$ cat src/rtl/os_array_pkg.sv
// Shared definitions for the output-stationary MAC array: default geometry
// and the operand feeder state encoding.
package os_array_pkg;

    localparam int DEF_WIDTH = 8;
    localparam int DEF_ROWS  = 4;
    localparam int DEF_COLS  = 4;
    localparam int DEF_KW    = 16;

    typedef enum logic [1:0] {
        IDLE   = 2'd0,
        CLEAR  = 2'd1,
        STREAM = 2'd2,
        DRAIN  = 2'd3
    } state_t;

endpackage

$ cat src/rtl/skew_line.sv
// DEPTH-stage shift register used to stagger one operand lane so that
// lane k arrives at the array edge k cycles after lane 0.
module skew_line #(
    parameter int WIDTH = 8,
    parameter int DEPTH = 1
) (
    input  logic             clk,
    input  logic             rst_n,
    input  logic [WIDTH-1:0] d,
    output logic [WIDTH-1:0] q
);

    logic [WIDTH-1:0] stage [DEPTH];

    always_ff @(posedge clk or negedge rst_n) begin
        if (!rst_n) begin
            for (int s = 0; s < DEPTH; s++) begin
                stage[s] <= '0;
            end
        end else begin
            stage[0] <= d;
            for (int s = 1; s < DEPTH; s++) begin
                stage[s] <= stage[s-1];
            end
        end
    end

    assign q = stage[DEPTH-1];

endmodule

$ cat src/rtl/os_array_feeder.sv
// Operand feeder for the output-stationary systolic array: accepts A-column /
// B-row beats, skews them onto the west/north edges, owns clc and done.
module os_array_feeder
    import os_array_pkg::*;
#(
    parameter int WIDTH = DEF_WIDTH,
    parameter int ROWS  = DEF_ROWS,
    parameter int COLS  = DEF_COLS,
    parameter int KW    = DEF_KW
) (
    input  logic                 clk,
    input  logic                 rst_n,
    input  logic                 start,
    input  logic [KW-1:0]        k_len,
    input  logic                 in_valid,
    output logic                 in_ready,
    input  logic [ROWS*WIDTH-1:0] in_a,
    input  logic [COLS*WIDTH-1:0] in_b,
    output logic [ROWS*WIDTH-1:0] a_edge,
    output logic [COLS*WIDTH-1:0] b_edge,
    output logic                 clc,
    output logic                 busy,
    output logic                 done
);

    // Handshake: a beat transfers on a rising edge where in_valid && in_ready;
    // in_ready depends only on state, never on in_valid.

    localparam int DRAIN_CYCLES = ROWS + COLS;
    localparam int DW           = $clog2(DRAIN_CYCLES + 1);
    localparam logic [DW-1:0] DRAIN_LAST = DW'(DRAIN_CYCLES - 1);

    state_t state;
    state_t state_next;
    logic   done_next;

    logic [KW-1:0] k_len_q;
    logic [KW-1:0] beat_cnt;
    logic [DW-1:0] drain_cnt;
    logic          accept;
    logic          last_beat;

    logic [ROWS*WIDTH-1:0] a_hold;
    logic [COLS*WIDTH-1:0] b_hold;

    assign accept    = (state == STREAM) && in_valid;
    assign last_beat = accept && ((beat_cnt + KW'(1)) == k_len_q);

    assign in_ready = (state == STREAM);
    assign clc      = (state == CLEAR);
    assign busy     = (state != IDLE);

    always_comb begin
        state_next = state;
        done_next  = 1'b0;
        unique case (state)
            IDLE: begin
                if (start) state_next = CLEAR;
            end
            CLEAR: begin
                // A zero-length tile skips streaming but still waits out the drain.
                state_next = (k_len_q == '0) ? DRAIN : STREAM;
            end
            STREAM: begin
                if (last_beat) state_next = DRAIN;
            end
            DRAIN: begin
                if (drain_cnt == DRAIN_LAST) begin
                    state_next = IDLE;
                    done_next  = 1'b1;
                end
            end
            default: state_next = IDLE;
        endcase
    end

    always_ff @(posedge clk or negedge rst_n) begin
        if (!rst_n) begin
            state     <= IDLE;
            done      <= 1'b0;
            k_len_q   <= '0;
            beat_cnt  <= '0;
            drain_cnt <= '0;
        end else begin
            state <= state_next;
            done  <= done_next;
            if (state == IDLE && start) begin
                k_len_q <= k_len;
            end
            if (state == CLEAR) begin
                beat_cnt <= '0;
            end else if (accept) begin
                beat_cnt <= beat_cnt + KW'(1);
            end
            drain_cnt <= (state == DRAIN) ? drain_cnt + DW'(1) : '0;
        end
    end

    // Bubble cycles load zeros so the array adds nothing while staying aligned.
    always_ff @(posedge clk or negedge rst_n) begin
        if (!rst_n) begin
            a_hold <= '0;
            b_hold <= '0;
        end else begin
            a_hold <= accept ? in_a : '0;
            b_hold <= accept ? in_b : '0;
        end
    end

    for (genvar i = 0; i < ROWS; i++) begin : g_a_lane
        skew_line #(
            .WIDTH(WIDTH),
            .DEPTH(1 + i)
        ) u_skew (
            .clk  (clk),
            .rst_n(rst_n),
            .d    (a_hold[i*WIDTH +: WIDTH]),
            .q    (a_edge[i*WIDTH +: WIDTH])
        );
    end

    for (genvar j = 0; j < COLS; j++) begin : g_b_lane
        skew_line #(
            .WIDTH(WIDTH),
            .DEPTH(1 + j)
        ) u_skew (
            .clk  (clk),
            .rst_n(rst_n),
            .d    (b_hold[j*WIDTH +: WIDTH]),
            .q    (b_edge[j*WIDTH +: WIDTH])
        );
    end

endmodule
$ cat config.mk
export PLATFORM = sky130hd
export DESIGN_NAME = os_array_feeder
export DESIGN_NICKNAME = d
export VERILOG_FILES = /design/src/rtl/os_array_pkg.sv /design/src/rtl/skew_line.sv /design/src/rtl/os_array_feeder.sv
export SDC_FILE = /design/constraint.sdc
export NUM_CORES = 1
export LEC_CHECK = 0
export BUFFER_PORTS_ARGS = -buffer_cell sky130_fd_sc_hd__buf_2
export CORE_MARGIN = 1
export CORE_UTILIZATION = 55
export DETAILED_ROUTE_END_ITERATION = 10
export PLACE_DENSITY = 0.77
export SETUP_SLACK_MARGIN = 0.05
export SLEW_MARGIN = 20
export SYNTH_ARGS = -nofsm -noshare
export SYNTH_HDL_FRONTEND = slang
export SYNTH_SLANG_ARGS = --single-unit
$ cat constraint.sdc
create_clock -name clk -period 2.95 [get_ports clk]
set_input_delay 0 -clock clk [delete_from_list [all_inputs] [get_ports clk]]
set_output_delay 0 -clock clk [all_outputs]
set_load 0.02 [all_outputs]
* Yosys cells after proc, flatten, opt, wreduce, memory -nomap -nowiden *
Cells that the tools add are included.

word-level totals
  latch bits = 0
  memories = 0
  bits in registers = 263
  logic and storage cells = 57
  output and inout port bits = 68
  memory bits (writable) = 0
  bits in read-only memories = 0

operators by class
  shifts and indexed selects = 0
  div/mod/pow operators = 0
  bitwise gates (word level) = 0
  reductions and logical operators = 8
  $lt $le $gt $ge = 0
  equal/unequal tests = 8
  multiplexer cells = 12
  add/subtract/negate cells = 2
  $mul = 0

operators by type and width
  operator                                             count
  2-to-1 mux 32 bit                                    2
  2-to-1 mux 16 bit                                    2
  adder 16 x 1 -> 16 bit, second input constant        1
  equality test 16 bit                                 1
  logical NOT 16 bit                                   1
  case mux 2 bit (4 select lines)                      1
  2-to-1 mux 2 bit                                     3
  adder 4 x 1 -> 4 bit, second input constant          1
  equality test 2 bit, second input constant           2
  equality test 4 x 3 -> 1 bit, second input constant  1
  2-to-1 mux 4 bit                                     1
  != test 2 bit, second input constant                 2
  nonzero test 2 bit                                   2
  logical AND 1 bit                                    3
  2-to-1 mux 1 bit                                     3
  AND reduction 3 bit                                  1
  equality test 2 x 1 -> 1 bit, second input constant  1
  logical NOT 2 bit                                    1
  != test 2 x 1 -> 1 bit, second input constant        1

* Depth between registers and ports, before layout *
Gate-level depths: netlist of the first run.

  depth in word-level cells = 5
  gate-level depth with buffers = 9

* Cells and area by module *
A second synthesis of the first run with hierarchy kept.

unflattened totals
  cell total of the unflattened synthesis = 567
  area, all modules = 8618.3 sq um

by module, submodules not included
  module                              instances  sequential area each (sq um)  cells each  area an instance (sq um)
  os_array_feeder                     1          2577.5                        359         4254.1
  skew_line (g_a_lane[3].u_skew ...)  2          800.8                         40          860.8
  skew_line (g_a_lane[2].u_skew ...)  2          600.6                         32          660.6
  skew_line (g_a_lane[1].u_skew ...)  2          400.4                         24          460.4
  skew_line (g_a_lane[0].u_skew ...)  2          200.2                         8           200.2

* Least setup slack after synthesis of the first run *
Ideal clock, no wire load.

  kind = register to register
  from = register state[0]
  to = register state[1]
  required time = 2823 ps
  setup time = 127 ps
  path buffers = 1
  arrival = 2293 ps
  stages on the path, launching flop included = 10
  setup slack = 530 ps
  cells stage by stage = dfrtp_1 -> inv_1 -> ha_1 -> and2_1 -> clkbuf_1 -> nand4_1 -> nor4_2 -> nand3_1 -> o41ai_2 -> mux2_1

on the way
  cells in the longest elaborated chain, start to end = 5
  elaborated cells on any way between the ends = 11
  classes of those cells = eq/ne: 6; mux: 1; reduce/logical: 4

RTL lines
  item                              RTL line               RTL
  start, declared                   os_array_feeder.sv:33  state_t state;
  start signal, assigned            os_array_feeder.sv:85  state <= state_next;
  equality test 2 bit *             -
  via in_ready                      os_array_feeder.sv:16  output logic in_ready,
  logical AND 1 bit                 os_array_feeder.sv:46  assign accept = (state == STREAM) && in_valid;
  logical AND 1 bit                 os_array_feeder.sv:47  assign last_beat = accept && ((beat_cnt + KW'(1)) == k_len_q);
  != test 2 x 1 -> 1 bit (no line)  -
  AND reduction 3 bit (no line)     -

Mark *: on every way through the listed nets, which the timed path passes. The rest lies on a longest branch.
A chain may end at the register's enable or synchronous reset.

* Worst setup path in the final report of the first run *
  from = register beat_cnt[0]
  to = register state[1]

on the way
  cells in the longest elaborated chain, start to end = 5

RTL lines
  item                              RTL line               RTL
  start, declared                   os_array_feeder.sv:38  logic [KW-1:0] beat_cnt;
  start signal, assigned            os_array_feeder.sv:93  beat_cnt <= beat_cnt + KW'(1);
  adder 16 x 1 -> 16 bit            os_array_feeder.sv:47
  equality test 16 bit              os_array_feeder.sv:47
  logical AND 1 bit                 os_array_feeder.sv:47
  != test 2 x 1 -> 1 bit (no line)  -
  AND reduction 3 bit (no line)     -

No other way between the ends.

==> metrics, run 1 <==
number of buffers on the longest clock path 3; total global routing overflow 0; endpoint class of the critical path register; outcome complete, no violations; share of cells above drive strength 1 28.9%; WP data required approximately 3.4 ns; Routed WL approximately 16 mm; non-filler cells, final approximately 1000; period utilization 88.2%; DP Cell Count between 800 and 900; 1st-pass router iterations 6; highest cell delay on the worst timing path about 0.50 ns; synthesized area per cell 15.3 um2; sum of net half-perimeters after detailed placement slightly above 9 mm; routing usage on met1 27.8%; cell row count between 40 and 50; num ports 152; number of DRC markers in iteration 0 ~300; leakage roughly 5.9 nW; met2 routing resource usage after global routing between 30 and 40%; global-route wire length before repair 26.4 mm; placer's final routability congestion estimate 0.848; crit path setup slack, layout between 0.3 and 0.4 ns; peak clock frequency supported by timing between 300 and 400 MHz; cell family with most CP delay compound AO/OA/AOI/OAI gates; setup clock skew after layout around 0.0095 ns; Top FF cell, synth dfrtp_1; Filler Cell Count 927; Slew headroom a little under half; remaining antenna violation count 0; cells on worst reg2reg path 8; RSZ-0062 raised after global routing no; element type at the critical path start register; arrival time of the worst setup path roughly 3.0 ns; Slowest cell on crit path o41ai_2; TritonCTS clock tree yes; pre-CTS setup slack between 0.3 and 0.4 ns; full die area ~0.016 mm2; die height 127 um; Post-synth ARST share between 90% and 100%; clock insertion delay at the later pin of the skew report 0.52 ns; nets in the synthesized netlist 658; via count of the first global-routing pass ~5200; maximum fanout encountered on the critical timing path 7; Final Hold Violating Endpoints 0; crit path time final between 2 and 3 ns; total buffers and inverters traversed by the critical path 0; gr usage total a little over a fifth; Pwr Density 839 mW/mm2; kind of critical path register to register; number of buffers added for setup after CTS 0; wire length per cell after detailed routing 16.5 um; final setup vio count 0; Port Buffer Count 151; path length in cells of the critical path 8; overall power of the completed layout slightly above 0.009 W; post-synthesis to final-layout area growth 26.6%; number of buffers added by the clock tree synthesis step 25; total negative slack for setup checks 0 ns; Post-layout nets 852; Residual DRC 0; count of clock tree sinks around 260; clock slew at the register clock pins of the worst setup and hold paths roughly 0.060 ns; Seq/Total Area, Yosys 76.0%; CTS root buffer clkbuf_16; max-cap violations 0; transition time at the pin with the least slew margin approximately 0.80 ns; number of instances resized during post-cts repair 0; commonest non-fill, non-tap cells in the layout dfrtp_1 (263), buf_2 (150), dlygate4sd3_1 (82), and3_1 (64), clkbuf_16 (25); Die X-Extent ~130 um; EDFF count, synth 0; cell depth of the worst hold path 5; placeable core area 0.0153 mm2; Most Used Layer, Global Route met2; Hold WC Path Type primary input to register; number of antenna violations at the first check in global routing 2; critical-path cell list ha_1 > nand2_1 > nor3_1 > xnor2_1 > a221oi_2 > a31oi_1 > o41ai_2 > mux2_1; Max VDD drop 599 uV; #FFs+latches synth approximately 260; unique cell type count in the Yosys netlist 42; met3 track demand over resource 4.02%; maximum number of pins on one net before global-route repair approximately 110; Yosys warning total 0; post-synthesis cell count 567; number of max-slew violations in the final report 0; starting density of the core between 50% and 60%; DR vias 4822; most common library cell in the layout ignoring fill and taps dfrtp_1; number of vias per cell between 4 and 5; Register-to-Register Setup Slack ~0.35 ns; Synth Cell Area around 0.0087 mm2; depth of the CTS H-tree 1
## layer usage
| metal | part of all wire, % | up-vias |
|---|---|---|
| li1 | - | 2226 |
| met1 | 43 | 2415 |
| met2 | 50 | 148 |
| met3 | 4.6 | 33 |
| met4 | 2.5 | 0 |
| met5 | 0 | - |
## final cells by class
class	instances	area, um2	area share, %
multi-input combinational	228	1600	14.6
sequential	263	6580	60.0
timing repair buffer	238	1650	15.0
clock inverter	10	130	1.19
antenna	2	5.00	0.0456
inverter	5	18.8	0.171
clock buffer	34	719	6.56
tap	211	264	2.41
## final timing paths
kind | endpoint | start
min in group asynchronous | a_hold[18] | rst_n
setup / recovery | state[1] | beat_cnt[0]
hold reg to reg | g_b_lane[0].u_skew.q[1] | b_hold[1]
setup reg to reg | state[1] | beat_cnt[0]
hold / removal | state[0] | start
max in group asynchronous | g_b_lane[2].u_skew.q[2] | rst_n
## worst register-to-register path, delay by kind of cell, from the launching register on
kind	cells	cell delay, ns
flip-flops	1	0.44
multiplexers	1	0.36
adder cells (fa/ha/maj)	1	0.31
AND/OR/NAND/NOR	2	0.43
AO/OA/AOI/OAI	3	0.80
XOR/XNOR	1	0.13
## cell usage after synthesis (2+ instances only)
| master | count | area share, % |
|---|---|---|
| a21oi_1 | 7 | 0.40 |
| a31oi_1 | 2 | 0.14 |
| and2_1 | 3 | 0.22 |
| and3_1 | 64 | 4.6 |
| buf_4 | 52 | 4.5 |
| clkbuf_1 | 18 | 0.78 |
| dfrtp_1 | 263 | 76 |
| ha_1 | 7 | 1.0 |
| inv_1 | 5 | 0.22 |
| mux2_2 | 16 | 2.1 |
| nand2_1 | 14 | 0.61 |
| nand3_1 | 10 | 0.58 |
| nand3b_1 | 2 | 0.17 |
| nand4_1 | 3 | 0.22 |
| nor2_1 | 19 | 0.82 |
| nor2b_1 | 2 | 0.14 |
| nor3_1 | 8 | 0.46 |
| nor3b_1 | 2 | 0.17 |
| nor4_1 | 5 | 0.36 |
| nor4_2 | 2 | 0.29 |
| o21a_1 | 2 | 0.17 |
| o21ai_0 | 6 | 0.35 |
| or2_2 | 2 | 0.14 |
| or3_1 | 4 | 0.29 |
| xnor2_1 | 15 | 1.5 |
| xor2_1 | 18 | 1.8 |
## logic make-up (layout without fill, tap and decap cells)
group | count (synthesis) | in the layout | synth area share (%)
flops | 263 | 263 | 76.0
simple gates | 146 | 146 | 9.85
buf+inv | 76 | 287 | 5.56
xor+xnor | 33 | 33 | 3.34
compound gates | 24 | 24 | 1.91
mux | 18 | 18 | 2.33
fa+ha+maj | 7 | 7 | 1.01
other cells | 0 | 2 | 0
## flip-flops by register name, indices dropped and copies added (netlist names)
register               flops
g_a_lane.u_skew.stage     48
g_b_lane.u_skew.stage     48
a_hold                    32
b_hold                    32
g_a_lane.u_skew.q         32
g_b_lane.u_skew.q         32
beat_cnt                  16
k_len_q                   16
drain_cnt                  4
state                      2
done                       1
## through the flow
| stage | hold WS, ns | utilization, % | cell area, um2 |
|---|---|---|---|
| after floorplan | -0.296 | - | 8660 |
| final | 0.133 | 71.9 | 11000 |
| after global placement | 0.106 | 60.9 | 9290 |
| after global routing | 0.141 | 71.9 | 11000 |
| after CTS | 0.115 | 71.8 | 11000 |
| after detailed placement | 0.118 | 60.9 | 9290 |
## where the power goes
group / switching [W] / leakage (nW) / internal, W
logic: 0.000848 / 1.86 / 0.000634
registers: 0.000319 / 3.57 / 0.00420
clock network: 0.00130 / 0.415 / 0.00190
## timing repair
item,in CTS,in global routing
hold endpoints to repair,189,0
endpoints found under the setup margin,0,0
hold buffers,82,0
Power figures use the tool's default switching activity.
==> run 2: changes to the inputs <==
SYNTH_HIERARCHICAL = 1   (was unset)
==> metrics, run 2 <==
outcome complete, no violations; critical-path cell list ha_1 > nand3_2 > nor4_2 > xnor2_1 > o2111ai_1 > nor4_1 > a31oi_1 > mux2_1; sum of net half-perimeters after detailed placement 8.81 mm (-2.9%); #FFs+latches synth 263 (unchanged); leakage 5.83 nW (-0.44%); peak clock frequency supported by timing 405 MHz (+5.3%); Final Hold Violating Endpoints 0 (unchanged); crit path time final 2.47 ns (-0.131 ns); highest cell delay on the worst timing path 0.44 ns (-0.06 ns); endpoint class of the critical path register; total of hold buffers inserted after clock tree synthesis 82 (unchanged); remaining antenna violation count 0 (unchanged); number of instances resized during post-cts repair 0 (unchanged); Post-synth ARST share 100% (unchanged); via count of the first global-routing pass 5169 (-0.46%); startpoint of the most critical setup path beat_cnt[0]; period utilization 83.7% (-4.4 points); die height 127 um (-0.23%); clock slew at the register clock pins of the worst setup and hold paths 0.06 ns (about the same); total global routing overflow 0 (unchanged); Regs by FF count g_a_lane.u_skew/stage x48, g_b_lane.u_skew/stage x48; number of buffers added for setup after CTS 0 (unchanged); Synth Cell Area 0.00862 mm2 (-0.48%); DP Cell Count 867 (+0.46%); maximum number of pins on one net before global-route repair 104 (-6.3%); multi-input logic area 0.00158 mm2 (-1.1%); Post-layout nets 856 (+0.47%); count of clock tree sinks 263 (unchanged); worst reg2reg startpoint beat_cnt[0]; 1st-pass router iterations 4 (-2); depth of the CTS H-tree 1 (unchanged); number of buffers added by the clock tree synthesis step 25 (unchanged); Synth top area share 76.4% (+0.36 points); final setup vio count 0 (unchanged); Slowest cell on crit path dfrtp_1; Min Hold Slack 0.0254 ns (-0.108 ns); number of max-slew violations in the final report 0 (unchanged); cell family with most CP delay simple AND/OR/NAND/NOR gates; Slew headroom 52.3% (+5.7 points); kind of critical path register to register; synthesized area per cell 15.2 um2 (-0.48%); Residual DRC 0 (unchanged); element type at the critical path start register; cells on worst reg2reg path 8 (unchanged); number of DRC markers in iteration 0 216 (-27%); gr usage total 20.2% (-1.1 points); number of vias per cell 4.85 (-0.42%); Seq/Total Area, Yosys 76.4% (+0.36 points); DR vias 4821 (-0.021%); clock insertion delay at the later pin of the skew report 0.52 ns (about the same); library cell with the largest summed area after synthesis dfrtp_1; most common library cell in the layout ignoring fill and taps dfrtp_1; Die X-Extent 127 um (-0.23%); Routed WL 15.6 mm (-4.2%); post-synthesis cell count 567 (unchanged); max-cap violations 0 (unchanged); num ports 152 (unchanged); cell row count 45 (unchanged); wire length per cell after detailed routing 15.7 um (-4.6%); Hold WC Path Type primary input to asynchronous set/reset pin; number of antenna violations at the first check in global routing 0 (-2); post-synthesis to final-layout area growth 26.9%; Storage cell area 0.00658 mm2 (unchanged); Antenna Diode Count 0 (-2); Yosys warning total 6 (+6); end of the worst register-to-register path state[1]; most numerous cell in the Yosys netlist dfrtp_1; total negative slack for setup checks 0 ns (unchanged); WP data required 3.34 ns (about the same); RSZ-0062 raised after global routing no; full die area 0.0162 mm2 (-0.46%); maximum fanout encountered on the critical timing path 8 (+1); Filler Cell Count 956 (+3.1%); crit path capture state[1]; most numerous cell types in the synthesized netlist dfrtp_1 (263), and3_1 (66), buf_4 (48), nor2_1 (25); setup clock skew after layout 0.00854 ns (-0.000927 ns); TritonCTS clock tree yes; Pwr Density 833 mW/mm2 (-0.72%); number of buffers on the longest clock path 3 (unchanged); nets in the synthesized netlist 658 (unchanged); placeable core area 0.0153 mm2 (unchanged); CTS root buffer clkbuf_16; Port Buffer Count 151 (unchanged); path length in cells of the critical path 8 (unchanged); commonest non-fill, non-tap cells in the layout dfrtp_1 (263), buf_2 (150), dlygate4sd3_1 (82), and3_1 (66); starting density of the core 56.5% (-0.27 points); placer's final routability congestion estimate 0.892 (+5.2%); Top FF cell, synth dfrtp_1; unique cell type count in the Yosys netlist 39 (-7.1%); Register-to-Register Setup Slack 0.48 ns (+0.13 ns); EDFF count, synth 0 (unchanged); global-route wire length before repair 25.3 mm (-4.0%); transition time at the pin with the least slew margin 0.714 ns (-0.0865 ns); Max VDD drop 587 uV (-2.0%); non-filler cells, final 995 (+0.40%); total buffers and inverters traversed by the critical path 0 (unchanged); share of cells above drive strength 1 28.2% (-0.73 points); arrival time of the worst setup path 2.86 ns (-0.14 ns); Synth area leaders dfrtp_1 (76%), and3_1 (4.8%), buf_4 (4.2%)
run 2: logic make-up after synthesis:
kind of cell	Yosys count	share of synthesized area [%]
simple gates	147	9.68
fa+ha+maj	7	1.02
flops	263	76.4
mux	20	2.57
xor+xnor	33	3.35
compound gates	24	1.70
buf+inv	73	5.31
run 2: final cells by class:
cell class | instances | share of cell area (%)
clock buffer | 31 | 6.20
clock inverter | 15 | 1.42
inverter | 5 | 0.172
multi-input combinational | 231 | 14.5
sequential | 263 | 60.2
tap | 211 | 2.41
timing repair buffer | 239 | 15.1
run 2: through the flow:
stage / total power (W) / util (%) / setup slack [ns] / area, um2
final: 0.00911 / 71.7 / 0.481 / 10900
after global routing: 0.00955 / 71.7 / 0.233 / 10900
after CTS: 0.00920 / 71.7 / 0.494 / 10900
after detailed placement: 0.00593 / 60.8 / 0.518 / 9280
after global placement: 0.00585 / 60.8 / 0.617 / 9280
after floorplan: 0.00551 / - / 0.595 / 8620
run 2: layer usage:
metal  wire, um  global-route usage [%]
met4        260                    5.67
met2       7680                    34.5
met5          0                       0
met1       6810                    26.9
met3        867                    3.85
run 2: worst reg2reg max path, delay by kind of cell, from the launching register on:
kind                       cells  cell delay [ns]
muxes                          1             0.34
and+or+nand+nor                3             0.83
adders and majority gates      1             0.26
AOI/OAI and AO/OA              2             0.32
xor gates and xnor gates       1             0.16
DFF                            1             0.44
run 2: worst min path at each step:
stage,from,end,slack [ns],cells past startpoint
after global routing,rst_n,g_a_lane[2].u_skew/q[2],0.06,2
after floorplan,rst_n,a_hold[0],-0.30,0
final,rst_n,g_a_lane[2].u_skew/q[2],0.03,2
after CTS,rst_n,g_a_lane[2].u_skew/q[2],0.03,2
after global placement,rst_n,g_a_lane[2].u_skew/q[2],-0.03,1
after detailed placement,rst_n,g_a_lane[2].u_skew/q[2],-0.02,1
run 2: report_power, final:
part / leakage (nW) / internal, W / switching (W) / total, W
clock network: 0.413 / 0.00183 / 0.00131 / 0.00314
logic: 1.84 / 0.000629 / 0.000843 / 0.00147
registers: 3.57 / 0.00420 / 0.000302 / 0.00450
total: 5.83 / 0.00666 / 0.00245 / 0.00911
==> run 3: changes to the inputs <==
clock period = 2.5 ns   (was 2.95 ns; I/O delays follow)
==> metrics, run 3 (same netlist as run 2, synthesis figures left out) <==
internal power of the cells 0.00791 W (+19%); number of buffers on the longest clock path 3 (unchanged); critical-path cell list ha_1 > and2_1 > nor2b_1 > o311a_1 > o2111ai_1 > nor4_2 > a31oi_2 > mux2_1; startpoint of the most critical setup path beat_cnt[0]; 1st-pass router iterations 4 (unchanged); Die X-Extent 127 um (unchanged); Antenna Diode Count 0 (unchanged); die height 127 um (unchanged); net switching power of the design 0.00281 W (+15%); final setup vio count 0 (unchanged); Regs by FF count g_a_lane.u_skew/stage x48, g_b_lane.u_skew/stage x48; count of clock tree sinks 263 (unchanged); transition time at the pin with the least slew margin 0.737 ns (+0.0230 ns); commonest non-fill, non-tap cells in the layout dfrtp_1 (262), buf_2 (150), dlygate4sd3_1 (82), and3_1 (66), clkbuf_16 (25); switching share of power 26.2% (-0.67 points); WP data required 2.89 ns (-0.45 ns); part of the total power dissipated in sequential elements 49.5% (about the same); Routed WL 15.5 mm (-1.0%); wire length per cell after detailed routing 15.5 um (-1.2%); share of cells above drive strength 1 28.5% (+0.31 points); Pwr Density 976 mW/mm2 (+17%); Register-to-Register Setup Slack 0.13 ns (-0.35 ns); starting density of the core 56.5% (unchanged); Filler Cell Count 967 (+1.2%); Slew headroom 50.8% (-1.5 points); global-route wire length before repair 25.7 mm (+1.6%); post-synthesis to final-layout area growth 27.4%; number of vias per cell 4.78 (-1.4%); highest cell delay on the worst timing path 0.44 ns (about the same); via count of the first global-routing pass 5160 (-0.17%); number of DRC markers in iteration 0 271 (+25%); gr usage total 20.5% (+0.26 points); total negative slack for setup checks 0 ns (unchanged); endpoint class of the critical path register; Post-layout nets 859 (+0.35%); max-cap violations 0 (unchanged); logic gate share of total power 16.4% (+0.2 points); arrival time of the worst setup path 2.75 ns (-0.11 ns); crit path capture state[1]; element type at the critical path start register; period utilization 94.6% (+11 points); Residual DRC 0 (unchanged); Hold WC Path Type primary input to asynchronous set/reset pin; Max VDD drop 584 uV (-0.61%); placer's final routability congestion estimate 0.881 (-1.2%); crit path time final 2.37 ns (-0.104 ns); placeable core area 0.0153 mm2 (unchanged); cell row count 45 (unchanged); worst reg2reg startpoint beat_cnt[0]; TritonCTS clock tree yes; number of max-slew violations in the final report 0 (unchanged); sum of net half-perimeters after detailed placement 9.00 mm (+2.1%); maximum number of pins on one net before global-route repair 94 (-9.6%); number of buffers added for setup after CTS 0 (unchanged); num ports 152 (unchanged); full die area 0.0162 mm2 (unchanged); fin area 0.0110 mm2 (+0.43%); multi-input logic area 0.00160 mm2 (+1.3%); CTS root buffer clkbuf_16; most common library cell in the layout ignoring fill and taps dfrtp_1; share of power burned in the clock network 34.2% (-0.3 points); Storage cell area 0.00658 mm2 (about the same); number of buffers added by the clock tree synthesis step 25 (unchanged); leakage 5.86 nW (+0.51%); cells on worst reg2reg path 8 (unchanged); DR vias 4763 (-1.2%); clock insertion delay at the later pin of the skew report 0.51 ns (about the same); kind of critical path register to register; clock slew at the register clock pins of the worst setup and hold paths 0.07 ns (about the same); outcome complete, no violations; depth of the CTS H-tree 1 (unchanged); Post-DP Area 0.00932 mm2 (+0.38%); maximum fanout encountered on the critical timing path 5 (-3); remaining antenna violation count 0 (unchanged); Port Buffer Count 151 (unchanged); RSZ-0062 raised after global routing no; end of the worst register-to-register path state[1]; total global routing overflow 0 (unchanged); Final Hold Violating Endpoints 0 (unchanged); Slowest cell on crit path dfrtp_2; peak clock frequency supported by timing 423 MHz (+4.4%); number of antenna violations at the first check in global routing 0 (unchanged); setup clock skew after layout 0.00791 ns (-0.000638 ns)
==> run 3: changes by cell type in the layout (fill, tap and decap cells not counted), moves of 2 or more <==
cell	previous run	this run
clkinvlp_4	2	0
clkinv_2	8	5
clkbuf_8	3	5
o21ai_0	8	6
clkbuf_1	3	6
o21ai_1	0	2
==> run 3: worst min-delay path by stage <==
stage | start | endpoint | slack, ns | cells past startpoint
2_1_floorplan | rst_n | a_hold[0] | -0.30 | 0
3_3_place_gp | rst_n | g_a_lane[2].u_skew/q[2] | 0.04 | 1
3_5_place_dp | rst_n | g_a_lane[2].u_skew/q[2] | 0.06 | 1
4_1_cts | in_valid | beat_cnt[1] | 0.08 | 5
5_1_grt | in_valid | beat_cnt[1] | 0.1 | 5
6_report | rst_n | g_a_lane[2].u_skew/q[5] | 0.09 | 2
==> run 3: layout make-up <==
class                      instances  share of cell area [%]
inverter                           5                   0.171
clock inverter                     9                   0.934
tap                              211                    2.40
timing repair buffer             242                    15.4
multi-input combinational        231                    14.6
clock buffer                      36                    6.53
sequential                       263                    59.9
==> run 3: repair_timing <==
item,in CTS,in global routing
gates resized for setup,0,8
endpoints found under the hold margin,247,0
setup endpoints to repair,0,2
hold buffers,82,0
==> run 3: per-layer routing <==
metal	GRT usage, %	wire (um)	vias up
li1	-	-	2235
met1	27.4	6730	2367
met2	34.5	7580	139
met3	4.23	902	22
met4	5.88	246	0
met5	0	0	-
==> run 3: power groups by stage <==
| stage | logic, W | registers (W) | clock network (W) |
|---|---|---|---|
| 2_1_floorplan | 0.00120 | 0.00530 | 0 |
| 3_3_place_gp | 0.00157 | 0.00534 | 0 |
| 3_5_place_dp | 0.00162 | 0.00538 | 0 |
| 4_1_cts | 0.00173 | 0.00531 | 0.00376 |
| 5_1_grt | 0.00194 | 0.00538 | 0.00396 |
| 6_report | 0.00176 | 0.00531 | 0.00366 |
==> run 3: metrics by stage <==
stage | std cells | hold WS [ns] | total power (W) | setup slack, ns | util, %
2_1_floorplan | 567 | -0.296 | 0.00650 | 0.145 | -
3_3_place_gp | 870 | 0.0433 | 0.00691 | 0.161 | 61.1
3_5_place_dp | 870 | 0.0578 | 0.00700 | 0.127 | 61.1
4_1_cts | 997 | 0.0813 | 0.0108 | 0.122 | 71.8
5_1_grt | 997 | 0.0978 | 0.0113 | 0.0542 | 72.0
6_report | 997 | 0.0881 | 0.0107 | 0.135 | 72.0
==> run 3: worst max-delay path: cells and delay by family (launching register included) <==
kind	cells	cell delay [ns]
AO/OA/AOI/OAI	3	0.79
flip-flops	1	0.44
AND/OR/NAND/NOR	3	0.42
multiplexers	1	0.35
adder cells (fa/ha/maj)	1	0.25
